===== src/rtl/pipe_ctrl_if.sv =====
// Pipeline control bundle: hazard/flush requests toward the controller and
// the stall vector, redirect and monitoring signals coming back.
interface pipe_ctrl_if #(
  parameter int CNT_W  = 6,
  parameter int PERF_W = 32
);
  logic              stallreq_from_id;
  logic              ex_mc_start;
  logic [CNT_W-1:0]  ex_mc_cycles;
  logic              flush_req;
  logic [31:0]       flush_pc_i;
  logic [5:0]        stall;
  logic              flush;
  logic [31:0]       new_pc_o;
  logic              ex_mc_done;
  logic              mc_busy;
  logic [CNT_W-1:0]  mc_cnt;
  logic [PERF_W-1:0] stall_cycles;
  logic              protocol_err;

  modport master (
    output stallreq_from_id, ex_mc_start, ex_mc_cycles, flush_req, flush_pc_i,
    input  stall, flush, new_pc_o, ex_mc_done, mc_busy, mc_cnt, stall_cycles,
           protocol_err
  );

  modport slave (
    input  stallreq_from_id, ex_mc_start, ex_mc_cycles, flush_req, flush_pc_i,
    output stall, flush, new_pc_o, ex_mc_done, mc_busy, mc_cnt, stall_cycles,
           protocol_err
  );
endinterface


===== src/rtl/pipe_ctrl.sv =====
// Pipeline control: merges flush, multi-cycle EX occupancy and load-use
// stalls into the stall vector, with a registered flush pulse and stall counter.
module pipe_ctrl #(
  parameter int CNT_W  = 6,
  parameter int PERF_W = 32
) (
  input logic       clk,
  input logic       rst,
  pipe_ctrl_if.slave bus
);
  localparam logic [5:0] STALL_NONE = 6'b000000;
  localparam logic [5:0] STALL_ID   = 6'b000111;
  localparam logic [5:0] STALL_EX   = 6'b001111;

  typedef enum logic {IDLE, BUSY} state_t;

  state_t state;
  logic   start_ok;
  logic   long_op;

  // A start is not accepted in the cycle the previous flush pulse is visible.
  assign start_ok    = bus.ex_mc_start && !bus.flush;
  assign long_op     = bus.ex_mc_cycles >= CNT_W'(2);
  assign bus.mc_busy = (state == BUSY);

  always_comb begin
    bus.stall      = STALL_NONE;
    bus.ex_mc_done = 1'b0;
    if (!rst && !bus.flush_req) begin
      case (state)
        IDLE: begin
          if (start_ok && long_op) begin
            bus.stall = STALL_EX;
          end else begin
            bus.ex_mc_done = start_ok;
            bus.stall      = bus.stallreq_from_id ? STALL_ID : STALL_NONE;
          end
        end
        BUSY: begin
          if (bus.mc_cnt != '0) begin
            bus.stall = STALL_EX;
          end else begin
            bus.ex_mc_done = 1'b1;
            bus.stall      = bus.stallreq_from_id ? STALL_ID : STALL_NONE;
          end
        end
        default: bus.stall = STALL_NONE;
      endcase
    end
  end

  always_ff @(posedge clk) begin
    if (rst) begin
      state            <= IDLE;
      bus.mc_cnt       <= '0;
      bus.flush        <= 1'b0;
      bus.new_pc_o     <= '0;
      bus.stall_cycles <= '0;
      bus.protocol_err <= 1'b0;
    end else begin
      if (bus.stall != STALL_NONE && bus.stall_cycles != '1)
        bus.stall_cycles <= bus.stall_cycles + PERF_W'(1);

      bus.flush <= bus.flush_req;
      if (bus.flush_req) begin
        bus.new_pc_o <= bus.flush_pc_i;
        state        <= IDLE;
        bus.mc_cnt   <= '0;
      end else begin
        case (state)
          IDLE: begin
            if (start_ok && long_op) begin
              // The start cycle and the done cycle both count toward N.
              bus.mc_cnt <= bus.ex_mc_cycles - CNT_W'(2);
              state      <= BUSY;
            end
          end
          BUSY: begin
            if (bus.ex_mc_start)
              bus.protocol_err <= 1'b1;
            if (bus.mc_cnt != '0)
              bus.mc_cnt <= bus.mc_cnt - CNT_W'(1);
            else
              state <= IDLE;
          end
          default: state <= IDLE;
        endcase
      end
    end
  end
endmodule


===== src/flat_wrapper.sv =====
// flat-port wrapper written by rule: the top's interface ports become plain ports
module pipe_ctrl_flat 
#(
  parameter int CNT_W  = 6,
  parameter int PERF_W = 32
)
  (clk, rst, bus_stallreq_from_id, bus_ex_mc_start, bus_ex_mc_cycles, bus_flush_req, bus_flush_pc_i, bus_stall, bus_flush, bus_new_pc_o, bus_ex_mc_done, bus_mc_busy, bus_mc_cnt, bus_stall_cycles, bus_protocol_err);
  pipe_ctrl_if #(.CNT_W(CNT_W), .PERF_W(PERF_W)) bus_i ();
  input logic clk;
  input logic rst;
  input wire logic [$bits(bus_i.stallreq_from_id)-1:0] bus_stallreq_from_id;
  input wire logic [$bits(bus_i.ex_mc_start)-1:0] bus_ex_mc_start;
  input wire logic [$bits(bus_i.ex_mc_cycles)-1:0] bus_ex_mc_cycles;
  input wire logic [$bits(bus_i.flush_req)-1:0] bus_flush_req;
  input wire logic [$bits(bus_i.flush_pc_i)-1:0] bus_flush_pc_i;
  output wire logic [$bits(bus_i.stall)-1:0] bus_stall;
  output wire logic [$bits(bus_i.flush)-1:0] bus_flush;
  output wire logic [$bits(bus_i.new_pc_o)-1:0] bus_new_pc_o;
  output wire logic [$bits(bus_i.ex_mc_done)-1:0] bus_ex_mc_done;
  output wire logic [$bits(bus_i.mc_busy)-1:0] bus_mc_busy;
  output wire logic [$bits(bus_i.mc_cnt)-1:0] bus_mc_cnt;
  output wire logic [$bits(bus_i.stall_cycles)-1:0] bus_stall_cycles;
  output wire logic [$bits(bus_i.protocol_err)-1:0] bus_protocol_err;
  assign bus_i.stallreq_from_id = bus_stallreq_from_id;
  assign bus_i.ex_mc_start = bus_ex_mc_start;
  assign bus_i.ex_mc_cycles = bus_ex_mc_cycles;
  assign bus_i.flush_req = bus_flush_req;
  assign bus_i.flush_pc_i = bus_flush_pc_i;
  assign bus_stall = bus_i.stall;
  assign bus_flush = bus_i.flush;
  assign bus_new_pc_o = bus_i.new_pc_o;
  assign bus_ex_mc_done = bus_i.ex_mc_done;
  assign bus_mc_busy = bus_i.mc_busy;
  assign bus_mc_cnt = bus_i.mc_cnt;
  assign bus_stall_cycles = bus_i.stall_cycles;
  assign bus_protocol_err = bus_i.protocol_err;
  pipe_ctrl #(.CNT_W(CNT_W), .PERF_W(PERF_W)) u_core (.clk(clk), .rst(rst), .bus(bus_i));
endmodule

===== config.mk =====
export PLATFORM = sky130hd
export DESIGN_NAME = pipe_ctrl_flat
export DESIGN_NICKNAME = d
export VERILOG_FILES = /design/src/rtl/pipe_ctrl_if.sv /design/src/rtl/pipe_ctrl.sv /design/src/flat_wrapper.sv
export SDC_FILE = /design/constraint.sdc
export NUM_CORES = 1
export LEC_CHECK = 0
export BUFFER_PORTS_ARGS = -buffer_cell sky130_fd_sc_hd__clkbuf_2
export CORE_UTILIZATION = 35
export CTS_CLUSTER_DIAMETER = 50
export DETAILED_ROUTE_END_ITERATION = 6
export GPL_TIMING_DRIVEN = 0
export RECOVER_POWER = 25
export SYNTH_ARGS = -nofsm -noshare
export SYNTH_HDL_FRONTEND = slang
export SYNTH_SLANG_ARGS = --single-unit

===== constraint.sdc =====
create_clock -name clk -period 3.9 [get_ports clk]
set_input_delay 0.78 -clock clk [delete_from_list [all_inputs] [get_ports clk]]
set_output_delay 0.78 -clock clk [all_outputs]
set_load 0.01 [all_outputs]

---- After elaboration in Yosys (flattened, before gate mapping) ----
Index checks and enable logic that the tools add are counted.
cells by class
  eq/ne operators ......................... 3
  reductions and logical operators ........ 12
  $add $sub $neg .......................... 3
  multiplexer cells ....................... 15
  $lt $le $gt $ge ......................... 1
  bitwise gates (word level) .............. 2
operators by type and width
  cell                                                 count
  adder 32 x 1 -> 32 bit, second input constant        1
  != test 32 bit, second input constant                1
  2-to-1 mux 6 bit                                     5
  case mux 6 bit (2 select lines)                      2
  nonzero test 6 bit                                   2
  >= comparator 6 x 2 -> 1 bit, second input constant  1
  subtractor 6 x 1 -> 6 bit, second input constant     1
  subtractor 6 x 2 -> 6 bit, second input constant     1
  2-to-1 mux 1 bit                                     5
  logical AND 1 bit                                    4
  case mux 1 bit (2 select lines)                      2
  logical NOT 1 bit                                    3
  2-to-1 mux 3 bit                                     1
  AND reduction 3 bit                                  1
  != test 2 x 1 -> 1 bit, second input constant        1
  != test 2 bit, second input constant                 1
  NOT 1 bit                                            2
  AND reduction 2 bit                                  1
  OR reduction 2 bit                                   1
storage, ports and cells
  output and inout bits ................... 80
  register bits after elaboration ......... 73
  logic and storage cells ................. 42

---- Depth between registers and ports, before layout ----
  depth after elaboration ................. 8
  mapped depth ............................ 9
  depth with buffers taken out ............ 7

---- Least setup slack after synthesis ----
Ideal clock, no wire load.
  path type ............................... input to output
  from .................................... input port bus_ex_mc_cycles[3]
  to ...................................... output port bus_stall[1]
  buffers on the path ..................... 3
  setup slack ............................. 0.620 ns
  cell stages on the path ................. 7
  data arrival time ....................... 2.500 ns
  cell sequence ........................... or3_1 -> o31a_1 -> o31ai_1 -> buf_2 -> buf_2 -> inv_1 -> buf_4
between the ends
  longest elaborated chain between the ends .. 5
ends and longest elaborated chain
  item                             RTL line            text
  start, declared                  flat_wrapper.sv:13  input wire logic [$bits(bus_i.ex_mc_cycles)-1:0] bus_ex_mc_cycles;
  >= comparator 6 x 2 -> 1 bit     pipe_ctrl.sv:23     assign long_op = bus.ex_mc_cycles >= CNT_W'(2);
  logical AND 1 bit                pipe_ctrl.sv:32     if (start_ok && long_op) begin
  2-to-1 mux 6 bit                 pipe_ctrl.sv:32
  case mux 6 bit (2 select lines)  pipe_ctrl.sv:30     case (state)
  2-to-1 mux 6 bit                 pipe_ctrl.sv:29     if (!rst && !bus.flush_req) begin
  end, declared                    flat_wrapper.sv:16  output wire logic [$bits(bus_i.stall)-1:0] bus_stall;
No other way between the ends.

---- Worst setup path after layout ----
  from .................................... input port bus_ex_mc_cycles[3]
  to ...................................... output port bus_stall[2]
Same word-level chain as after synthesis.

==> flow_metrics.tcl <==
set metrics [dict create \
    status "completed" \
    dieArea_um2 10400 \
    hold_ws_ps 495 \
    clk_latency_ps 340 \
    power.density_nw_per_um2 355 \
    hold_depth 2 \
    dpl_cell_area_um2 4250 \
    holdPathEnd "u_core.bus.new_pc_o[14]$_SDFFE_PP0P_" \
    hold_violations 0 \
    reg2reg_depth 7 \
    stdcell_count 667 \
    start_kind "primary input" \
    fin_setup_tns_ps 0 \
    synth_edf_count 0 \
    fillers 1030 \
    synth_area_per_cell_um2 8.75 \
    leakage_nw 1.80 \
    drt-pass1-iter-count 4 \
    grt_pass1_vias 2957 \
    drv_slew 0 \
    crit_required_ps 3120 \
    yosysWarnings 0 \
    grt_max_degree 14 \
    nNetsFinal 576 \
    rsz0062_at_grt "no" \
    via_count 3423 \
    antenna_left 0 \
    hold_path_class "reg -> reg" \
    synthCells 398 \
    ys_async_sr_fraction 0 \
    setup_violations 0 \
    synth-seq-area-share 0.420 \
    reg2reg_to "u_core.bus.stall_cycles[1]$_SDFFE_PP0P_" \
    htree_num_levels 3 \
    routabilityCongestion 0.805 \
    die_y_um 102 \
    critPathCaptureType "output port" \
    skew_ps 11.3 \
    root_buffer "clkbuf_8" \
    min-delay-start "u_core.bus.new_pc_o[14]$_SDFFE_PP0P_" \
    drive_gt1_frac 0.234 \
    cp.arrival_ps 2910 \
    clk_pin_slew_ps 80 \
    cts.path.max_buffers 2 \
    wl_mm 9.47 \
    finalInstanceArea_um2 4410 \
    cts-hold-fix-buffers 0 \
    hpwlAfterDp_mm 7.04 \
    fp.dieW_um 102 \
    route.detailed.drc 0 \
    grt_pass1_wl_mm 14.4 \
    finalCriticalPeriod_ps 3690 \
    overflow 0 \
    syn_to_final_growth_pct 26.6 \
    vdd_drop_max_uv 144 \
    drv_cap 0 \
    reg2reg_from "u_core.bus.stall_cycles[0]$_SDFFE_PP0P_" \
    cts_buffers 9 \
    crit_fanout 10 \
    rows 36 \
    fp.coreArea_um2 9730 \
    ioPinCount 123 \
    start_util 0.358 \
    yosysUniqueCellTypes 48 \
    dp_cells 651 \
    diodes 0 \
    wl_per_cell_um 14.2 \
    layout_setup_ws_ps 207 \
    tritoncts "built" \
    netlist_area_um2 3480 \
    criticalPathCategory "in -> out" \
    reg2reg_slack_ps 1080 \
    slew_headroom 0.251 \
    port_buffers 119 \
    finalCritPeriodShare 0.947 \
    startpoint "bus_ex_mc_cycles[3]" \
    post_cts_resized 0 \
    tightest_slew_ps 1110 \
    fmax_ghz 0.271 \
    via_per_inst 5.13 \
    cts_sinks 73 \
    place_ws_ps 66.6 \
    post_cts_buffers 0 \
    synth-seq-cells 73 \
    synthFlopType "dfxtp_1" \
    track_usage 0.179 \
    drtIter0Drc 115 \
    antenna_found_initial 0 \
]
## logic make-up after synthesis
| group | share of synthesized area |
|---|---|
| buffers and inverters | 0.0492 |
| multiplexers | 0.130 |
| AND/OR/NAND/NOR | 0.251 |
| XOR/XNOR | 0.00754 |
| flip-flops | 0.420 |
| adder cells (fa/ha/maj) | 0.0144 |
| AO/OA/AOI/OAI | 0.128 |
| other | 0.00108 |
## state kept, by name, summed over array words and instances (netlist names)
signal                   flops
u_core.bus.flush             1
u_core.bus.stall_cycles     32
u_core.bus.protocol_err      1
u_core.bus.mc_busy           1
u_core.bus.mc_cnt            6
u_core.bus.new_pc_o         32
## final cells by class
cell class / count / area [µm²] / share of cell area
Buffer: 30 / 134 / 0.0304
Clock buffer: 10 / 138 / 0.0312
Clock inverter: 6 / 65.1 / 0.0148
Inverter: 10 / 37.5 / 0.00851
Multi-Input combinational cell: 286 / 1860 / 0.422
Sequential cell: 73 / 1460 / 0.331
Tap cell: 133 / 166 / 0.0377
Timing Repair Buffer: 119 / 549 / 0.125
## metal layers
metal / vias up / wire length [µm] / global-route usage / part of all wire
li1: 1711 / - / - / -
met1: 1614 / 4240 / 0.239 / 0.45
met2: 85 / 4620 / 0.285 / 0.49
met3: 13 / 484 / 0.0255 / 0.051
met4: 0 / 134 / 0.0792 / 0.014
met5: - / 0 / 0 / 0
## cells in the mapped netlist, types with 2 or more instances
cell type / count / area [µm²]
buf_2: 3 / 15.0
o22ai_1: 2 / 12.5
o2111ai_1: 2 / 17.5
xor2_1: 2 / 17.5
mux2i_1: 35 / 350
and3_1: 2 / 12.5
nor3b_1: 2 / 15.0
clkbuf_2: 2 / 10.0
nand4_1: 10 / 62.6
nor3_1: 9 / 45.0
buf_1: 3 / 11.3
a211oi_1: 2 / 15.0
o21a_1: 2 / 15.0
clkbuf_1: 18 / 67.6
o21ai_0: 11 / 55.1
o31a_1: 2 / 17.5
nor2b_1: 9 / 56.3
and2_1: 3 / 18.8
nor2_1: 55 / 206
o31ai_1: 14 / 105
nand2_1: 18 / 67.6
a21oi_1: 26 / 130
nand4_2: 2 / 25.0
or3_1: 9 / 56.3
o41ai_1: 2 / 17.5
dfxtp_1: 73 / 1460
nor4_1: 11 / 68.8
nand3_1: 7 / 35.0
or4_1: 13 / 97.6
or2_2: 3 / 18.8
inv_1: 9 / 33.8
nand2b_1: 2 / 12.5
buf_4: 4 / 30.0
mux2_2: 9 / 101
o311ai_0: 3 / 26.3
and4_1: 4 / 35.0
ha_1: 4 / 50.1
## how the worst max path moves through the flow
stage	endpoint	cells after the start
6_report	bus_stall[2]	9
5_1_grt	bus_stall[2]	9
4_1_cts	bus_stall[2]	9
3_5_place_dp	bus_stall[2]	9
3_3_place_gp	bus_stall[1]	9
2_1_floorplan	bus_stall[1]	7
## cell usage in the layout (no fill, tap or decap), types with 3 or more instances in the layout
cell / n
nand3_1: 7
dfxtp_1: 73
a21oi_1: 26
buf_2: 3
inv_1: 9
mux2_2: 9
nor2_1: 55
clkbuf_8: 10
o31ai_1: 13
nor2b_1: 9
nor4_1: 11
clkbuf_1: 55
nand4_1: 10
mux2i_1: 35
clkbuf_2: 84
ha_1: 4
nand2_1: 18
nor3_1: 9
buf_4: 4
o21ai_0: 11
buf_1: 3
or3_1: 9
and4_1: 4
or4_1: 13
or2_2: 3
o311ai_0: 3
and2_1: 3
## worst max-delay path, stage by stage
cell and delay, ps:
clkbuf_2 100, or3_1 430, o31a_1 360, o31ai_2 370, buf_2 270, buf_2 260, inv_1 90, buf_4 130
clkbuf_2 120
## where the power goes
part / total, mW / switching (mW) / internal, mW
Sequential: 0.785 / 0.0152 / 0.769
Clock: 0.612 / 0.297 / 0.314
Combinational: 0.171 / 0.100 / 0.0710
## per-stage QoR
stage	util	total power, mW
floorplan	-	0.905
global placement	0.437	0.975
detailed placement	0.437	0.979
CTS	0.458	1.59
global route	0.453	1.64
finish	0.453	1.57
No activity file was read; power rests on OpenSTA's default activity.
